`src/rtl/song_sequencer.sv`:
```
`timescale 1ns/1ps
// Auto-play scheduler: walks song entries in a synchronous ROM, holds each note, inserts gaps.
// Define SONG_SEQUENCER_LOOP_EN to repeat the song until stop instead of ending in DONE.
module song_sequencer #(
    parameter int TICKS_PER_UNIT = 12_500_000,
    parameter int GAP_TICKS      = 1_250_000,
    parameter int ADDR_W         = 6
) (
    input  logic                  clk,
    input  logic                  reset,
    input  logic                  start,
    input  logic                  pause,
    input  logic                  stop,
    input  logic [2:0]            song_sel,
    output logic [3+ADDR_W-1:0]   rom_addr,
    input  logic [9:0]            rom_data,
    output logic [3:0]            note_out,
    output logic [1:0]            octave_out,
    output logic [6:0]            led_out,
    output logic [3:0]            num,
    output logic                  busy,
    output logic                  done
);

    localparam int TW = (TICKS_PER_UNIT > 1) ? $clog2(TICKS_PER_UNIT) : 1;
    localparam int GW = (GAP_TICKS > 1) ? $clog2(GAP_TICKS) : 1;
`ifdef SONG_SEQUENCER_LOOP_EN
    localparam bit LOOP = 1'b1;
`else
    localparam bit LOOP = 1'b0;
`endif
    localparam logic [TW-1:0] TICK_RELOAD = TW'(TICKS_PER_UNIT - 1);
    localparam logic [GW-1:0] GAP_RELOAD  = GW'((GAP_TICKS > 0) ? GAP_TICKS - 1 : 0);

    typedef enum logic [2:0] {
        S_IDLE, S_FETCH, S_LOAD, S_PLAY, S_GAP, S_DONE
    } state_t;

    state_t              state_q, state_d;
    logic [ADDR_W-1:0]   index_q, index_d;
    logic [2:0]          song_q, song_d;
    logic [3:0]          note_q, note_d;
    logic [1:0]          oct_q, oct_d;
    logic [3:0]          units_q, units_d;
    logic [TW-1:0]       tick_q, tick_d;
    logic [GW-1:0]       gap_q, gap_d;
    logic [3:0]          note_out_q, note_out_d;
    logic [1:0]          octave_out_q, octave_out_d;
    logic [6:0]          led_out_q, led_out_d;
    logic [3:0]          num_q, num_d;
    logic                busy_q, busy_d;
    logic                done_q, done_d;
    logic                marker, active, entry_end;

    function automatic logic [6:0] note_led(input logic [3:0] n);
        note_led = (n == 4'd0) ? 7'd0 : 7'(7'd1 << (n - 4'd1));
    endfunction

    assign marker = (rom_data[3:0] == 4'd0) || (rom_data[7:4] > 4'd7);
    assign active = (state_q != S_IDLE) && (state_q != S_DONE);
    assign rom_addr = active ? {song_q, index_q} : '0;

    always_comb begin
        state_d   = state_q;
        index_d   = index_q;
        song_d    = song_q;
        note_d    = note_q;
        oct_d     = oct_q;
        units_d   = units_q;
        tick_d    = tick_q;
        gap_d     = gap_q;
        entry_end = 1'b0;
        case (state_q)
            S_IDLE, S_DONE: begin
                if (start) begin
                    song_d  = song_sel;
                    index_d = '0;
                    state_d = S_FETCH;
                end
            end
            S_FETCH: state_d = S_LOAD;
            S_LOAD: begin
                if (marker) begin
                    index_d = '0;
                    state_d = LOOP ? S_FETCH : S_DONE;
                end else begin
                    oct_d   = rom_data[9:8];
                    note_d  = rom_data[7:4];
                    units_d = rom_data[3:0];
                    tick_d  = TICK_RELOAD;
                    state_d = S_PLAY;
                end
            end
            S_PLAY: begin
                if (!pause) begin
                    if (tick_q != '0) begin
                        tick_d = tick_q - TW'(1);
                    end else if (units_q != 4'd1) begin
                        units_d = units_q - 4'd1;
                        tick_d  = TICK_RELOAD;
                    end else if (GAP_TICKS == 0) begin
                        entry_end = 1'b1;
                    end else begin
                        gap_d   = GAP_RELOAD;
                        state_d = S_GAP;
                    end
                end
            end
            S_GAP: begin
                if (!pause) begin
                    if (gap_q != '0) gap_d = gap_q - GW'(1);
                    else             entry_end = 1'b1;
                end
            end
            default: state_d = S_IDLE;
        endcase
        // The last entry of a song never rolls over into the next song's address range.
        if (entry_end) begin
            if (index_q == '1) begin
                index_d = '0;
                state_d = LOOP ? S_FETCH : S_DONE;
            end else begin
                index_d = index_q + ADDR_W'(1);
                state_d = S_FETCH;
            end
        end
        if (stop) begin
            state_d = S_IDLE;
            index_d = '0;
        end
    end

    // Outputs are registered views of the state in the cycle just ended.
    always_comb begin
        note_out_d   = '0;
        octave_out_d = '0;
        led_out_d    = '0;
        num_d        = '0;
        busy_d       = 1'b0;
        done_d       = 1'b0;
        if (!stop) begin
            busy_d = active;
            done_d = (state_q == S_DONE);
            if (active) begin
                num_d        = 4'(index_q);
                octave_out_d = octave_out_q;
            end
            if (state_q == S_PLAY) begin
                octave_out_d = oct_q;
                if (!pause) begin
                    note_out_d = note_q;
                    led_out_d  = note_led(note_q);
                end
            end
        end
    end

    always_ff @(posedge clk or negedge reset) begin
        if (!reset) begin
            state_q      <= S_IDLE;
            index_q      <= '0;
            song_q       <= '0;
            note_q       <= '0;
            oct_q        <= '0;
            units_q      <= '0;
            tick_q       <= '0;
            gap_q        <= '0;
            note_out_q   <= '0;
            octave_out_q <= '0;
            led_out_q    <= '0;
            num_q        <= '0;
            busy_q       <= 1'b0;
            done_q       <= 1'b0;
        end else begin
            state_q      <= state_d;
            index_q      <= index_d;
            song_q       <= song_d;
            note_q       <= note_d;
            oct_q        <= oct_d;
            units_q      <= units_d;
            tick_q       <= tick_d;
            gap_q        <= gap_d;
            note_out_q   <= note_out_d;
            octave_out_q <= octave_out_d;
            led_out_q    <= led_out_d;
            num_q        <= num_d;
            busy_q       <= busy_d;
            done_q       <= done_d;
        end
    end

    assign note_out   = note_out_q;
    assign octave_out = octave_out_q;
    assign led_out    = led_out_q;
    assign num        = num_q;
    assign busy       = busy_q;
    assign done       = done_q;

endmodule

```
`config.mk`:
```
export PLATFORM = sky130hd
export DESIGN_NAME = song_sequencer
export DESIGN_NICKNAME = d
export VERILOG_FILES = /design/src/rtl/song_sequencer.sv
export SDC_FILE = /design/constraint.sdc
export NUM_CORES = 1
export LEC_CHECK = 0
export BUFFER_PORTS_ARGS = -buffer_cell sky130_fd_sc_hd__buf_4
export CAP_MARGIN = 20
export CORE_MARGIN = 3
export CORE_UTILIZATION = 55
export CTS_CLUSTER_SIZE = 16
export DETAILED_ROUTE_END_ITERATION = 8
export GPL_TIMING_DRIVEN = 0
export PLACE_DENSITY = 0.81
export SLEW_MARGIN = 10
export SYNTH_ARGS = -nofsm -noshare
export SYNTH_HDL_FRONTEND = slang
export SYNTH_SLANG_ARGS = --single-unit
```
`constraint.sdc`:
```
create_clock -name clk -period 2.88 [get_ports clk]
set_clock_uncertainty 0.15 [all_clocks]
set_input_delay 0 -clock clk [delete_from_list [all_inputs] [get_ports clk]]
set_output_delay 0 -clock clk [all_outputs]
set_load 0.03 [all_outputs]
```
# Yosys cells after proc, flatten, opt, wreduce, memory -nomap -nowiden
# Index checks and enable logic that the tools add are counted.
[word_totals]
ff_bits = 86
inputBits = 18
wordCells = 113
[op_classes]
add_sub_neg = 5
order_cmp = 1
n_eq_ne = 23
shifts = 1
muxes = 49
bitwise_logic = 1
reduce_logical = 19
[op_table]
columns = ["operator", "count"]
rows = [
  ["$mux 21", 5],
  ["$mux 24", 4],
  ["$pmux 24 s2", 1],
  ["$pmux 21 s2", 1],
  ["$mux 4", 9],
  ["$mux 6", 5],
  ["$mux 7", 4],
  ["$mux 3", 8],
  ["$reduce_bool 24->1", 1],
  ["$sub 24x1->24 const B", 1],
  ["$reduce_bool 21->1", 1],
  ["$sub 21x1->21 const B", 1],
  ["$ne 4x4->1 const B", 5],
  ["$pmux 3 s5", 1],
  ["$ne 2x2->1 const B", 7],
  ["$pmux 6 s2", 1],
  ["$reduce_and 5->1", 2],
  ["$mux 9", 1],
  ["$ne 3x3->1 const B", 3],
  ["$logic_not 4->1", 2],
  ["$pmux 4 s2", 1],
  ["$sub 4x1->4 const B", 2],
  ["$shl 1x4->7 const A", 1],
  ["$add 6x1->6 const B", 1],
  ["21 further kinds", 31],
]

# Logic depth before layout (Yosys ltp)
# Gate-level depths: netlist of run 1.
[depth]
word_depth = 7
depth_mapped = 9
depth_no_buf = 8

# Worst setup path after synthesis of run 1
# Ideal clock, no wire load.
[synth_timing]
kind = "register -> register"
start = "reg tick_q[16]"
end = "reg tick_q[4]"
setup_ns = 0.126
arrival_time_ns = 2.146
slack_ns = 0.458
path_stages_with_launch = 7
period_less_slack_ns = 2.422
cell_sequence = "dfrtp_1 > or4_4 > or4_4 > o21ai_2 > buf_4 > nor3b_1 > o32a_1"
[synth_between]
elab_chain_cells = 4
word_cells_on_any_way = 6
[synth_rtl]
columns = ["item", "line", "text"]
rows = [
  ["from (decl)", "45", "logic [TW-1:0] tick_q, tick_d;"],
  ["from (signal assigned)", "181", "tick_q <= tick_d;"],
  ["$reduce_bool 24->1 (*)", "96", "if (tick_q != '0) begin"],
  ["$mux 24", "96", ""],
  ["$mux 24", "95", "if (!pause) begin"],
  ["$pmux 24 s2", "73", "case (state_q)"],
]
# Mark *: on every way between the ends. The rest lies on a longest branch, timed or not. The select of a mux whose other input is x is not followed.
# A chain may end at the register's enable or synchronous reset.

# Final worst setup path of run 1
[layout_timing]
start = "reg gap_q[3]"
end = "reg gap_q[17]"
[layout_between]
elab_chain_cells = 4
word_cells_on_any_way = 7
[layout_rtl]
columns = ["item", "line", "text"]
rows = [
  ["from (decl)", "46", "logic [GW-1:0] gap_q, gap_d;"],
  ["from (signal assigned)", "182", "gap_q <= gap_d;"],
  ["$sub 21x1->21", "111", "if (gap_q != '0) gap_d = gap_q - GW'(1);"],
  ["$mux 21", "111", ""],
  ["$mux 21", "110", "if (!pause) begin"],
  ["$pmux 21 s2", "73", ""],
]
# Several ways; a longest one is shown, not always the timed one. The select of a mux whose other input is x is not followed.

==> impl_metrics.prom, run 1 <==
# TYPE chip_impl_metric gauge
chip_impl_metric{name="syn_warnings",unit=""} 0
chip_impl_metric{name="drive_above_1_share",unit="%"} 17.20
chip_impl_metric{name="placedInstanceArea",unit="um2"} 5000
chip_impl_metric{name="maximum_number_of_pins_on_one_net_before_global_route_repair",unit=""} 87
chip_impl_metric{name="htree_levels",unit=""} 3
chip_impl_metric{name="postSynthCellCount",unit=""} 483
chip_impl_metric{name="num_antenna_cells",unit=""} 0
chip_impl_metric{name="timing.critical_path.required",unit="ns"} 2.97
chip_impl_metric{name="vias_per_cell",unit=""} 5.892
chip_impl_metric{name="power_density",unit="nW/um2"} 597.4
chip_impl_metric{name="worst_hold_path.num_cells",unit=""} 4
chip_impl_info{name="timing.rr.end",value="gap_q[17]"} 1
chip_impl_info{name="cp-start-kind",value="flip-flop"} 1
chip_impl_metric{name="synth.avg_cell_area",unit="um2"} 9.403
chip_impl_info{name="element_type_at_the_critical_path_end",value="flip-flop"} 1
chip_impl_metric{name="hpwlAfterDp",unit="um"} 7146
chip_impl_metric{name="start_util",unit="%"} 57.58
chip_impl_metric{name="count_of_max_cap_constraint_violations",unit=""} 0
chip_impl_metric{name="core_region_area",unit="um2"} 7888
chip_impl_metric{name="clock.fmax",unit="MHz"} 368.9
chip_impl_info{name="yosysTopAreaCell",value="sky130_fd_sc_hd__dfrtp_1"} 1
chip_impl_metric{name="clk_latency",unit="ns"} 0.37
chip_impl_metric{name="synth_nets",unit=""} 509
chip_impl_metric{name="utilization_of_the_core_after_routing",unit="%"} 69.31
chip_impl_metric{name="finalWeightedCongestion",unit=""} 0.9118
chip_impl_metric{name="critPathMaxStageDelay",unit="ns"} 0.57
chip_impl_metric{name="postRouteWirelength",unit="um"} 10370
chip_impl_metric{name="filler_cell_count",unit=""} 593
chip_impl_metric{name="postSynth.asyncResetShare",unit="%"} 100.0
chip_impl_info{name="ranking_of_synthesized_cells_by_area",value="sky130_fd_sc_hd__dfrtp_1, sky130_fd_sc_hd__nor2_1, sky130_fd_sc_hd__o21ai_0"} 1
chip_impl_metric{name="report.final.setup_viol",unit=""} 0
chip_impl_metric{name="global_route.usage.total",unit="%"} 22.74
chip_impl_metric{name="path_clk_slew",unit="ns"} 0.09
chip_impl_metric{name="ant_nets",unit=""} 0
chip_impl_metric{name="register_area_share_after_synthesis",unit="%"} 47.38
chip_impl_info{name="status",value="complete, no violations"} 1
chip_impl_metric{name="fin_setup_tns",unit="ns"} 0
chip_impl_metric{name="io_buffer_count",unit=""} 44
chip_impl_metric{name="final_nets",unit=""} 585
chip_impl_metric{name="antenna_found_initial",unit=""} 0
chip_impl_metric{name="regToRegSetupSlack",unit="ns"} 0.17
chip_impl_info{name="tritoncts",value="yes"} 1
chip_impl_metric{name="yosys.cell_types.count",unit=""} 55
chip_impl_info{name="path_class",value="reg -> reg"} 1
chip_impl_info{name="synth_ff_type",value="sky130_fd_sc_hd__dfrtp_1"} 1
chip_impl_metric{name="cp_data_arrival_time",unit="ns"} 2.80
chip_impl_metric{name="number_of_flops_mapped_to_enable_cells_by_yosys",unit=""} 0
chip_impl_metric{name="critical_path.n_buffers_inverters",unit=""} 1
chip_impl_info{name="worst_hold_path.endpoint",value="tick_q[4]"} 1
chip_impl_metric{name="syn_to_final_growth",unit="%"} 20.36
chip_impl_metric{name="max-clock-path-buffers",unit=""} 2
chip_impl_metric{name="pin_count",unit=""} 46
chip_impl_info{name="crit_slowest_cell",value="sky130_fd_sc_hd__or4_1"} 1
chip_impl_metric{name="fin_hold_viols",unit=""} 0
chip_impl_info{name="timing.critical_path.cells",value="or4_1 > or4b_1 > clkbuf_1 > nor4b_1 > and3_1 > o21ai_0"} 1
chip_impl_metric{name="dieArea",unit="um2"} 9385
chip_impl_metric{name="drt_drc_violations_left",unit=""} 0
chip_impl_metric{name="vias",unit=""} 3924
chip_impl_metric{name="grt_pass1_wl",unit="um"} 17770
chip_impl_metric{name="first_global_vias",unit=""} 3766
chip_impl_metric{name="post_synth_instance_area",unit="um2"} 4542
chip_impl_metric{name="max_slew.worst_pin.slew",unit="ns"} 0.6058
chip_impl_info{name="hold_start",value="pause"} 1
chip_impl_info{name="clk_root_buffer_cell",value="sky130_fd_sc_hd__clkbuf_8"} 1
chip_impl_metric{name="rr_worst_depth",unit=""} 6
chip_impl_metric{name="rows",unit=""} 32
chip_impl_metric{name="yosysTopAreaCellShare",unit="%"} 47.38
chip_impl_metric{name="irDropWorstVdd",unit="V"} 0.0004624
chip_impl_metric{name="die_h",unit="um"} 96.88
chip_impl_metric{name="slew-limit-headroom",unit="%"} 59.39
chip_impl_metric{name="fin_crit_sh",unit="%"} 94.13
chip_impl_info{name="regToRegStartpoint",value="gap_q[3]"} 1
chip_impl_metric{name="static-leakage-power",unit="nW"} 2.378
chip_impl_metric{name="post_drt_wl_per_cell",unit="um"} 15.56
chip_impl_metric{name="numClockSinks",unit=""} 86
chip_impl_metric{name="dr.pass1.iters",unit=""} 6
chip_impl_metric{name="cts_inserted_buffers",unit=""} 9
chip_impl_info{name="worstHoldPathType",value="in -> reg"} 1
chip_impl_metric{name="fin_area",unit="um2"} 5466
chip_impl_metric{name="period_needed",unit="ns"} 2.711
chip_impl_metric{name="detail_route.iter0.violations",unit=""} 191
chip_impl_info{name="setup_repair_after_global_routing_missed_its_margin",value="no"} 1
chip_impl_metric{name="chipWidth",unit="um"} 96.88
chip_impl_metric{name="gr-total-overflow",unit=""} 0
chip_impl_metric{name="timing.final.max_slew_violations",unit=""} 0
chip_impl_info{name="cp_top_family",value="simple AND/OR/NAND/NOR gates"} 1
chip_impl_metric{name="critical_path_peak_fanout",unit=""} 7
chip_impl_metric{name="ys_ff_latch",unit=""} 86
## synth_stat cells, types with 2 or more instances
library cell	n
sky130_fd_sc_hd__a211oi_1	2
sky130_fd_sc_hd__nor2b_1	10
sky130_fd_sc_hd__nand3b_1	3
sky130_fd_sc_hd__xnor2_1	9
sky130_fd_sc_hd__a31oi_1	4
sky130_fd_sc_hd__nor2_1	54
sky130_fd_sc_hd__o21ai_0	36
sky130_fd_sc_hd__o21a_1	2
sky130_fd_sc_hd__ha_1	8
sky130_fd_sc_hd__or3b_2	2
sky130_fd_sc_hd__dfrtp_1	86
sky130_fd_sc_hd__a41oi_1	2
sky130_fd_sc_hd__o31ai_1	2
sky130_fd_sc_hd__nor4_1	9
sky130_fd_sc_hd__mux2_2	8
sky130_fd_sc_hd__inv_1	10
sky130_fd_sc_hd__or4b_1	4
sky130_fd_sc_hd__nand4_1	5
sky130_fd_sc_hd__o21ai_2	2
sky130_fd_sc_hd__or4_4	2
sky130_fd_sc_hd__nor4b_1	3
sky130_fd_sc_hd__nand2b_1	6
sky130_fd_sc_hd__nand2_1	40
sky130_fd_sc_hd__and4_1	5
sky130_fd_sc_hd__xor2_1	18
sky130_fd_sc_hd__or3_1	5
sky130_fd_sc_hd__nor3_1	20
sky130_fd_sc_hd__a21oi_1	25
sky130_fd_sc_hd__o211ai_1	16
sky130_fd_sc_hd__buf_2	9
sky130_fd_sc_hd__clkbuf_1	13
sky130_fd_sc_hd__and3_1	7
sky130_fd_sc_hd__nand3_1	16
sky130_fd_sc_hd__o21ai_1	2
sky130_fd_sc_hd__a22oi_1	2
sky130_fd_sc_hd__and2_1	7
sky130_fd_sc_hd__nor3b_1	5
sky130_fd_sc_hd__or4_1	7
## sequential cells by signal (all words and copies together) (netlist names)
signal / count
done: 1
gap_q: 21
busy: 1
note_out: 4
oct_q: 2
led_out: 7
song_q: 3
num: 4
note_q: 4
tick_q: 24
octave_out: 2
units_q: 4
state_q: 3
index_q: 6
## per-stage QoR
step / power [mW] / setup WS (ns) / hold slack (ns) / instances
finish: 3.266 / 0.1690 / 0.1686 / 666
global route: 3.474 / 0.005999 / 0.2120 / 666
CTS: 3.265 / 0.07126 / 0.1414 / 664
detailed placement: 2.370 / 0.1137 / 0.08882 / 629
global placement: 2.334 / 0.1516 / 0.08493 / 629
floorplan: 2.120 / 0.4581 / -0.4456 / 483
## cells in the final DEF, fill, tap and decap left out, types with 9 or more instances in the layout
cell,n
sky130_fd_sc_hd__dfrtp_1,86
sky130_fd_sc_hd__a21oi_1,25
sky130_fd_sc_hd__buf_2,9
sky130_fd_sc_hd__nand3_1,16
sky130_fd_sc_hd__buf_4,45
sky130_fd_sc_hd__xor2_1,18
sky130_fd_sc_hd__nand2_1,40
sky130_fd_sc_hd__xnor2_1,9
sky130_fd_sc_hd__nor2_1,53
sky130_fd_sc_hd__clkbuf_8,9
sky130_fd_sc_hd__o211ai_1,16
sky130_fd_sc_hd__dlygate4sd3_1,20
sky130_fd_sc_hd__clkbuf_1,13
sky130_fd_sc_hd__nor3_1,20
sky130_fd_sc_hd__inv_1,10
sky130_fd_sc_hd__o21ai_0,34
sky130_fd_sc_hd__nor2b_1,10
## worst max path at each step
stage	to	startpoint	cells after the start	slack, ns
floorplan	tick_q[4]	tick_q[16]	6	0.46
global placement	tick_q[18]	tick_q[16]	6	0.15
detailed placement	state_q[1]	tick_q[16]	6	0.11
CTS	tick_q[10]	rom_data[2]	9	0.07
global route	state_q[1]	tick_q[16]	6	0.006
finish	gap_q[17]	gap_q[3]	6	0.17
## power by group
group	switching (mW)	internal (mW)	leakage, nW
logic	0.461	0.371	1.17
registers	0.198	1.39	1.11
clock network	0.501	0.344	0.102
total	1.16	2.11	2.38
## logic make-up after synthesis
group                    Yosys count  synth area share, %
adder cells (fa/ha/maj)            8                2.204
flip-flops                        86                47.38
AND/OR/NAND/NOR                  218                26.23
multiplexers                       8                1.984
AO/OA/AOI/OAI                    102                13.69
buffers and inverters             34                3.306
XOR/XNOR                          27                5.207
## per-layer routing
layer  wire length (um)  part of all wire [%]  up-vias  track usage [%]
met5                  0                     0        -                0
met4                159                   1.5        0            8.207
met3                383                   3.7       16            3.389
met2               5287                    51       92            37.74
met1               4535                    44     1926            30.36
li1                   -                     -     1890                -
## layout make-up
class	count	area [um2]	share of cell area [%]
tap	102	127.6	2.335
clock inverter	7	71.32	1.305
timing repair buffer	65	558.0	10.21
multi-input combinational	363	2283	41.77
sequential	86	2152	39.37
inverter	10	37.54	0.6867
buffer	24	112.6	2.060
clock buffer	9	123.9	2.266
## timing repair
| item | CTS | global route |
|---|---|---|
| hold buffers | 19 | 1 |
| setup buffers | 0 | 0 |
| endpoints found under the hold margin | 104 | 19 |
| gates resized for setup | 0 | 10 |
| endpoints found under the setup margin | 0 | 36 |
## tightest hold or removal path, delay by kind of cell
kind,cells,cell delay [ns]
AOI/OAI and AO/OA,3,0.42
buffers and inverters,1,0.22
No activity file was read; power rests on OpenSTA's default activity.
==> run 2, diff against run 1 <==
--- a/config.mk
+++ b/config.mk
@@ -11,7 +11,6 @@
 export CORE_UTILIZATION = 55
 export CTS_CLUSTER_SIZE = 16
 export DETAILED_ROUTE_END_ITERATION = 8
-export GPL_TIMING_DRIVEN = 0
 export PLACE_DENSITY = 0.81
 export SLEW_MARGIN = 10
 export SYNTH_ARGS = -nofsm -noshare
==> run 2 against run 1 <==
Setup slack improved by 0.047 ns. Global-route usage is 0.57 points higher. Register-to-register slack gained 0.05 ns. First-iteration DRC count increased by 48%. Non-clock buffer count is 6 lower. Sequential power hardly changed. Fmax is 1.8% higher.
==> impl_metrics.prom, run 2 (synthesized netlist as in run 1, its figures left out) <==
# TYPE chip_impl_metric gauge
chip_impl_metric{name="cp_data_arrival_time",unit="ns"} 2.76
chip_impl_info{name="timing.critical_path.from",value="gap_q[4]"} 1
chip_impl_info{name="clk_root_buffer_cell",value="sky130_fd_sc_hd__clkbuf_8"} 1
chip_impl_metric{name="timing.final.max_slew_violations",unit=""} 0
chip_impl_metric{name="dieArea",unit="um2"} 9385
chip_impl_metric{name="dpl.cell_count",unit=""} 623
chip_impl_info{name="element_type_at_the_critical_path_end",value="flip-flop"} 1
chip_impl_metric{name="post_drt_wl_per_cell",unit="um"} 16.43
chip_impl_info{name="regToRegStartpoint",value="gap_q[4]"} 1
chip_impl_metric{name="largest_register_ff_count",unit=""} 24
chip_impl_metric{name="maximum_number_of_pins_on_one_net_before_global_route_repair",unit=""} 87
chip_impl_metric{name="dr.pass1.iters",unit=""} 5
chip_impl_metric{name="drt_drc_violations_left",unit=""} 0
chip_impl_metric{name="path_clk_slew",unit="ns"} 0.09
chip_impl_info{name="path_class",value="reg -> reg"} 1
chip_impl_metric{name="vias_per_cell",unit=""} 6.047
chip_impl_metric{name="drive_above_1_share",unit="%"} 17.56
chip_impl_metric{name="first_global_vias",unit=""} 3844
chip_impl_info{name="registers.top_by_ff_count",value="tick_q"} 1
chip_impl_metric{name="vias",unit=""} 3991
chip_impl_metric{name="cts_inserted_buffers",unit=""} 9
chip_impl_metric{name="fin_setup_tns",unit="ns"} 0
chip_impl_info{name="worstHoldPathType",value="in -> async"} 1
chip_impl_metric{name="rows",unit=""} 32
chip_impl_metric{name="regToRegSetupSlack",unit="ns"} 0.22
chip_impl_metric{name="placedInstanceArea",unit="um2"} 5022
chip_impl_info{name="final_common_cell",value="sky130_fd_sc_hd__dfrtp_1"} 1
chip_impl_info{name="cp-start-kind",value="flip-flop"} 1
chip_impl_metric{name="die_h",unit="um"} 96.88
chip_impl_metric{name="start_util",unit="%"} 57.58
chip_impl_metric{name="count_of_max_cap_constraint_violations",unit=""} 0
chip_impl_metric{name="final_nets",unit=""} 579
chip_impl_metric{name="critical_path_peak_fanout",unit=""} 5
chip_impl_metric{name="num_antenna_cells",unit=""} 0
chip_impl_metric{name="global_route.usage.total",unit="%"} 23.30
chip_impl_metric{name="clock.fmax",unit="MHz"} 375.4
chip_impl_metric{name="max-clock-path-buffers",unit=""} 2
chip_impl_metric{name="syn_to_final_growth",unit="%"} 20.39
chip_impl_metric{name="hold_slack",unit="ns"} 0.003998
chip_impl_metric{name="max_slew.worst_pin.slew",unit="ns"} 0.6379
chip_impl_metric{name="period_needed",unit="ns"} 2.664
chip_impl_metric{name="setup_slack",unit="ns"} 0.2164
chip_impl_metric{name="grt_pass1_wl",unit="um"} 18170
chip_impl_info{name="setup_repair_after_global_routing_missed_its_margin",value="no"} 1
chip_impl_metric{name="htree_levels",unit=""} 3
chip_impl_info{name="tritoncts",value="yes"} 1
chip_impl_info{name="crit_slowest_cell",value="sky130_fd_sc_hd__or4_1"} 1
chip_impl_metric{name="timing.critical_path.required",unit="ns"} 2.98
chip_impl_metric{name="critPathMaxStageDelay",unit="ns"} 0.59
chip_impl_info{name="status",value="complete, no violations"} 1
chip_impl_metric{name="clk_latency",unit="ns"} 0.36
chip_impl_metric{name="numClockSinks",unit=""} 86
chip_impl_metric{name="io_buffer_count",unit=""} 45
chip_impl_metric{name="static-leakage-power",unit="nW"} 2.395
chip_impl_metric{name="post_layout_nonfiller_instances",unit=""} 660
chip_impl_metric{name="antenna_found_initial",unit=""} 0
chip_impl_metric{name="ant_nets",unit=""} 0
chip_impl_info{name="timing.critical_path.cells",value="or4_1 > nor4b_1 > nor2b_1 > o21ai_0 > xor2_1 > nand2_1"} 1
chip_impl_metric{name="fin_crit_sh",unit="%"} 92.49
chip_impl_metric{name="detail_route.iter0.violations",unit=""} 283
chip_impl_metric{name="report.final.setup_viol",unit=""} 0
chip_impl_metric{name="filler_cell_count",unit=""} 582
chip_impl_metric{name="postRouteWirelength",unit="um"} 10840
chip_impl_metric{name="slew-limit-headroom",unit="%"} 57.38
chip_impl_metric{name="critical_path.n_buffers_inverters",unit=""} 0
chip_impl_info{name="most-common-layout-cells",value="sky130_fd_sc_hd__dfrtp_1, sky130_fd_sc_hd__buf_4, sky130_fd_sc_hd__nor2_1"} 1
chip_impl_metric{name="fin_hold_viols",unit=""} 0
chip_impl_metric{name="gr-total-overflow",unit=""} 0
chip_impl_metric{name="finalWeightedCongestion",unit=""} 0.9230
chip_impl_metric{name="fin_area",unit="um2"} 5468
chip_impl_metric{name="core_region_area",unit="um2"} 7888
chip_impl_metric{name="power_density",unit="nW/um2"} 621.9
chip_impl_metric{name="pin_count",unit=""} 46
chip_impl_metric{name="irDropWorstVdd",unit="V"} 0.0003941
chip_impl_metric{name="hpwlAfterDp",unit="um"} 7213
chip_impl_metric{name="chipWidth",unit="um"} 96.88
chip_impl_metric{name="dpl_worst_slack",unit="ns"} 0.2705
chip_impl_info{name="cp_top_family",value="simple AND/OR/NAND/NOR gates"} 1
## run 2: cell count changes in the layout (fill, tap and decap cells not counted), sizes merged
| cell | delta |
|---|---|
| inv | -3 |
| clkinv | -1 |
| bufinv | +2 |
| clkinvlp | +1 |
| buf | +7 |
| clkbuf | -12 |
## run 2: final timing paths
kind	endpoint	cells past startpoint
worst max-delay path	gap_q[12]	6
worst min-delay path	led_out[3]	2
worst max register to register	gap_q[12]	6
worst min register to register	oct_q[1]	1
max in group asynchronous	index_q[5]	3
min in group clk	note_q[0]	3
## run 2: per-stage QoR
step	total power, mW	utilization [%]
floorplan	2.120	-
global placement	2.356	63.67
detailed placement	2.401	63.67
CTS	3.403	69.02
global route	3.595	69.32
finish	3.400	69.32
## run 2: worst reg2reg max path, delay by kind of cell, from the launching register on
kind	cells	cell delay, ns
AND/OR/NAND/NOR	4	1.60
XOR/XNOR	1	0.19
AO/OA/AOI/OAI	1	0.20
flip-flops	1	0.42
## run 2: layout make-up
class                      count  area, um2  area share, %
clock buffer                  10      127.6          2.334
clock inverter                 6      93.84          1.716
inverter                      10      37.54         0.6865
multi-input combinational    363       2243          41.03
sequential                    86       2152          39.36
tap                          102      127.6          2.334
timing repair buffer          83      685.7          12.54
## run 2: per-layer routing
layer | vias up | share of wire, % | GRT usage [%]
met5 | - | 0 | 0
met4 | 0 | 1.8 | 8.963
met3 | 19 | 6.0 | 4.182
met2 | 159 | 51 | 38.32
met1 | 1930 | 41 | 30.73
li1 | 1883 | - | -
## run 2: report_power, final
part / switching [mW] / internal (mW)
clock network: 0.454 / 0.497
logic: 0.454 / 0.387
registers: 0.218 / 1.39
total: 1.13 / 2.27
## run 2: timing repair
action	4_1_cts	5_1_grt
buffers inserted	0	0
endpoints found under the hold margin	120	0
resized for setup	0	1
hold buffers	20	0
setup endpoints to repair	0	1
==> run 3, diff against run 2 <==
--- a/config.mk
+++ b/config.mk
@@ -7,11 +7,11 @@
 export LEC_CHECK = 0
 export BUFFER_PORTS_ARGS = -buffer_cell sky130_fd_sc_hd__buf_4
 export CAP_MARGIN = 20
-export CORE_MARGIN = 3
+export CORE_MARGIN = 2
 export CORE_UTILIZATION = 55
 export CTS_CLUSTER_SIZE = 16
 export DETAILED_ROUTE_END_ITERATION = 8
-export PLACE_DENSITY = 0.81
+export PLACE_DENSITY_LB_ADDON = 0.15
 export SLEW_MARGIN = 10
 export SYNTH_ARGS = -nofsm -noshare
 export SYNTH_HDL_FRONTEND = slang
==> run 3 against run 2 <==
Utilization is 1.3 points lower. Combinational power is 2% lower. Non-clock buffer count is 2 higher. Via count is 2.6% lower. Die area is 4.1% lower. Setup slack worse by 0.15 ns. Power is 3.0% higher. Clock-buffer cell count is 1 lower. First-iteration DRC count is 1.4% higher. Critical path depth is 2 higher.
==> impl_metrics.prom, run 3 (synthesized netlist as in run 1, its figures left out) <==
# TYPE chip_impl_metric gauge
chip_impl_metric{name="timing.critical_path.required",unit="ns"} 3.02
chip_impl_metric{name="fin_setup_tns",unit="ns"} 0
chip_impl_metric{name="cp_data_arrival_time",unit="ns"} 2.96
chip_impl_metric{name="filler_cell_count",unit=""} 677
chip_impl_metric{name="clk_latency",unit="ns"} 0.37
chip_impl_metric{name="first_global_vias",unit=""} 3736
chip_impl_metric{name="slew-limit-headroom",unit="%"} 48.44
chip_impl_metric{name="seqCellArea",unit="um2"} 2152
chip_impl_metric{name="largest_register_ff_count",unit=""} 24
chip_impl_metric{name="gr-total-overflow",unit=""} 0
chip_impl_metric{name="placedInstanceArea",unit="um2"} 5026
chip_impl_info{name="regToRegStartpoint",value="tick_q[16]"} 1
chip_impl_metric{name="global_route.usage.total",unit="%"} 25.61
chip_impl_info{name="final_common_cell",value="sky130_fd_sc_hd__dfrtp_1"} 1
chip_impl_metric{name="vias_per_cell",unit=""} 5.848
chip_impl_metric{name="pin_count",unit=""} 46
chip_impl_metric{name="vias",unit=""} 3889
chip_impl_metric{name="path_clk_slew",unit="ns"} 0.09
chip_impl_metric{name="grt_pass1_wl",unit="um"} 17920
chip_impl_metric{name="drt_drc_violations_left",unit=""} 0
chip_impl_metric{name="num_antenna_cells",unit=""} 0
chip_impl_info{name="worstHoldPathType",value="in -> async"} 1
chip_impl_metric{name="period_needed",unit="ns"} 2.818
chip_impl_metric{name="globalRouteMet1Util",unit="%"} 34.08
chip_impl_metric{name="grt_util_met2",unit="%"} 42.26
chip_impl_metric{name="fin_area",unit="um2"} 5503
chip_impl_metric{name="power_density",unit="nW/um2"} 636.7
chip_impl_metric{name="fin_hold_viols",unit=""} 0
chip_impl_info{name="clk_root_buffer_cell",value="sky130_fd_sc_hd__clkbuf_8"} 1
chip_impl_metric{name="static-leakage-power",unit="nW"} 2.417
chip_impl_info{name="element_type_at_the_critical_path_end",value="flip-flop"} 1
chip_impl_info{name="cp-start-kind",value="primary input"} 1
chip_impl_metric{name="finalWeightedCongestion",unit=""} 0.9114
chip_impl_metric{name="chipWidth",unit="um"} 94.88
chip_impl_metric{name="critical_path_peak_fanout",unit=""} 9
chip_impl_info{name="tritoncts",value="yes"} 1
chip_impl_metric{name="ant_nets",unit=""} 0
chip_impl_metric{name="multi_input_area",unit="um2"} 2242
chip_impl_metric{name="numClockSinks",unit=""} 86
chip_impl_metric{name="io_buffer_count",unit=""} 45
chip_impl_metric{name="final_nets",unit=""} 581
chip_impl_metric{name="die_h",unit="um"} 94.88
chip_impl_info{name="timing.critical_path.from",value="rom_data[2]"} 1
chip_impl_metric{name="max_slew.worst_pin.slew",unit="ns"} 0.7717
chip_impl_metric{name="met3_usage",unit="%"} 5.986
chip_impl_metric{name="dieArea",unit="um2"} 9001
chip_impl_info{name="globalRoute.busiestLayer",value="met2"} 1
chip_impl_info{name="setup_repair_after_global_routing_missed_its_margin",value="no"} 1
chip_impl_metric{name="detail_route.iter0.violations",unit=""} 287
chip_impl_metric{name="rows",unit=""} 33
chip_impl_info{name="most-common-layout-cells",value="sky130_fd_sc_hd__dfrtp_1, sky130_fd_sc_hd__buf_4, sky130_fd_sc_hd__nor2_1"} 1
chip_impl_metric{name="report.final.setup_viol",unit=""} 0
chip_impl_metric{name="irDropWorstVdd",unit="V"} 0.0004760
chip_impl_info{name="status",value="complete, no violations"} 1
chip_impl_metric{name="hpwlAfterDp",unit="um"} 7458
chip_impl_metric{name="timing.final.max_slew_violations",unit=""} 0
chip_impl_metric{name="antenna_found_initial",unit=""} 0
chip_impl_info{name="registers.top_by_ff_count",value="tick_q"} 1
chip_impl_metric{name="syn_to_final_growth",unit="%"} 21.16
chip_impl_metric{name="post_drt_wl_per_cell",unit="um"} 16.39
chip_impl_metric{name="clock.fmax",unit="MHz"} 354.8
chip_impl_metric{name="dr.pass1.iters",unit=""} 4
chip_impl_metric{name="fin_crit_sh",unit="%"} 97.86
chip_impl_metric{name="core_region_area",unit="um2"} 8093
chip_impl_metric{name="postRouteWirelength",unit="um"} 10900
chip_impl_metric{name="maximum_number_of_pins_on_one_net_before_global_route_repair",unit=""} 46
chip_impl_info{name="path_class",value="in -> reg"} 1
chip_impl_metric{name="max-clock-path-buffers",unit=""} 2
chip_impl_metric{name="drive_above_1_share",unit="%"} 18.04
chip_impl_metric{name="cts_inserted_buffers",unit=""} 9
chip_impl_metric{name="start_util",unit="%"} 56.12
chip_impl_metric{name="htree_levels",unit=""} 3
chip_impl_metric{name="count_of_max_cap_constraint_violations",unit=""} 0
==> run 3: changes by cell type in the layout (fill, tap and decap cells not counted), sizes merged <==
| cell | change |
|---|---|
| buf | +2 |
| bufinv | +1 |
| inv | +1 |
| clkinvlp | -1 |
| clkbuf | -1 |
==> run 3: timing repair <==
action / in CTS / in global routing
hold buffers: 20 / 0
endpoints found under the setup margin: 0 / 4
resized for setup: 0 / 1
endpoints found under the hold margin: 98 / 0
buffers inserted: 0 / 3
==> run 3: per-layer routing <==
layer	wire length, um	vias to the layer above
met5	0	-
met1	4899	1907
met3	414	13
li1	-	1875
met4	132	0
met2	5456	94
==> run 3: cell type report <==
cell class	instances	share of cell area [%]
flip-flops and latches	86	39.11
well taps	105	2.387
inverters	10	0.6821
repair buffers	85	12.51
clock buffers	9	2.251
multi-input cells	363	40.75
clock inverters	7	2.319
==> run 3: power breakdown <==
group	switching, mW	total [mW]	internal (mW)
combinational	0.446	0.823	0.377
clock	0.474	1.06	0.590
sequential	0.226	1.62	1.39
total	1.15	3.50	2.36
==> run 3: final timing paths <==
check | end | slack, ns | depth (start not counted)
max in group asynchronous | tick_q[20] | 1.82 | 3
worst min-delay path | note_out[2] | 0.01 | 2
worst min register to register | oct_q[1] | 0.38 | 1
worst max register to register | tick_q[3] | 0.25 | 7
worst max-delay path | tick_q[10] | 0.06 | 8
min in group clk | oct_q[1] | 0.28 | 3
==> run 3: critical path, stage by stage <==
cell and delay (ns):
sky130_fd_sc_hd__dlygate4sd3_1 0.54, sky130_fd_sc_hd__buf_4 0.13, sky130_fd_sc_hd__nor4_1 0.66, sky130_fd_sc_hd__or4b_1 0.30, sky130_fd_sc_hd__a21boi_1 0.66, sky130_fd_sc_hd__nand2_1 0.28
sky130_fd_sc_hd__and4_1 0.28, sky130_fd_sc_hd__a21oi_1 0.11
==> run 3: stage by stage <==
step | setup WS (ns) | power [mW] | hold slack [ns] | cells | utilization (%)
6_report | 0.06161 | 3.504 | 0.01183 | 665 | 68.00
5_1_grt | 0.02282 | 3.692 | 0.05397 | 665 | 68.00
4_1_cts | 0.1440 | 3.507 | 0.02752 | 662 | 67.69
3_5_place_dp | 0.2429 | 2.395 | -0.1172 | 626 | 62.11
3_3_place_gp | 0.3034 | 2.359 | -0.1195 | 626 | 62.11
2_1_floorplan | 0.4581 | 2.120 | -0.4456 | 483 | -
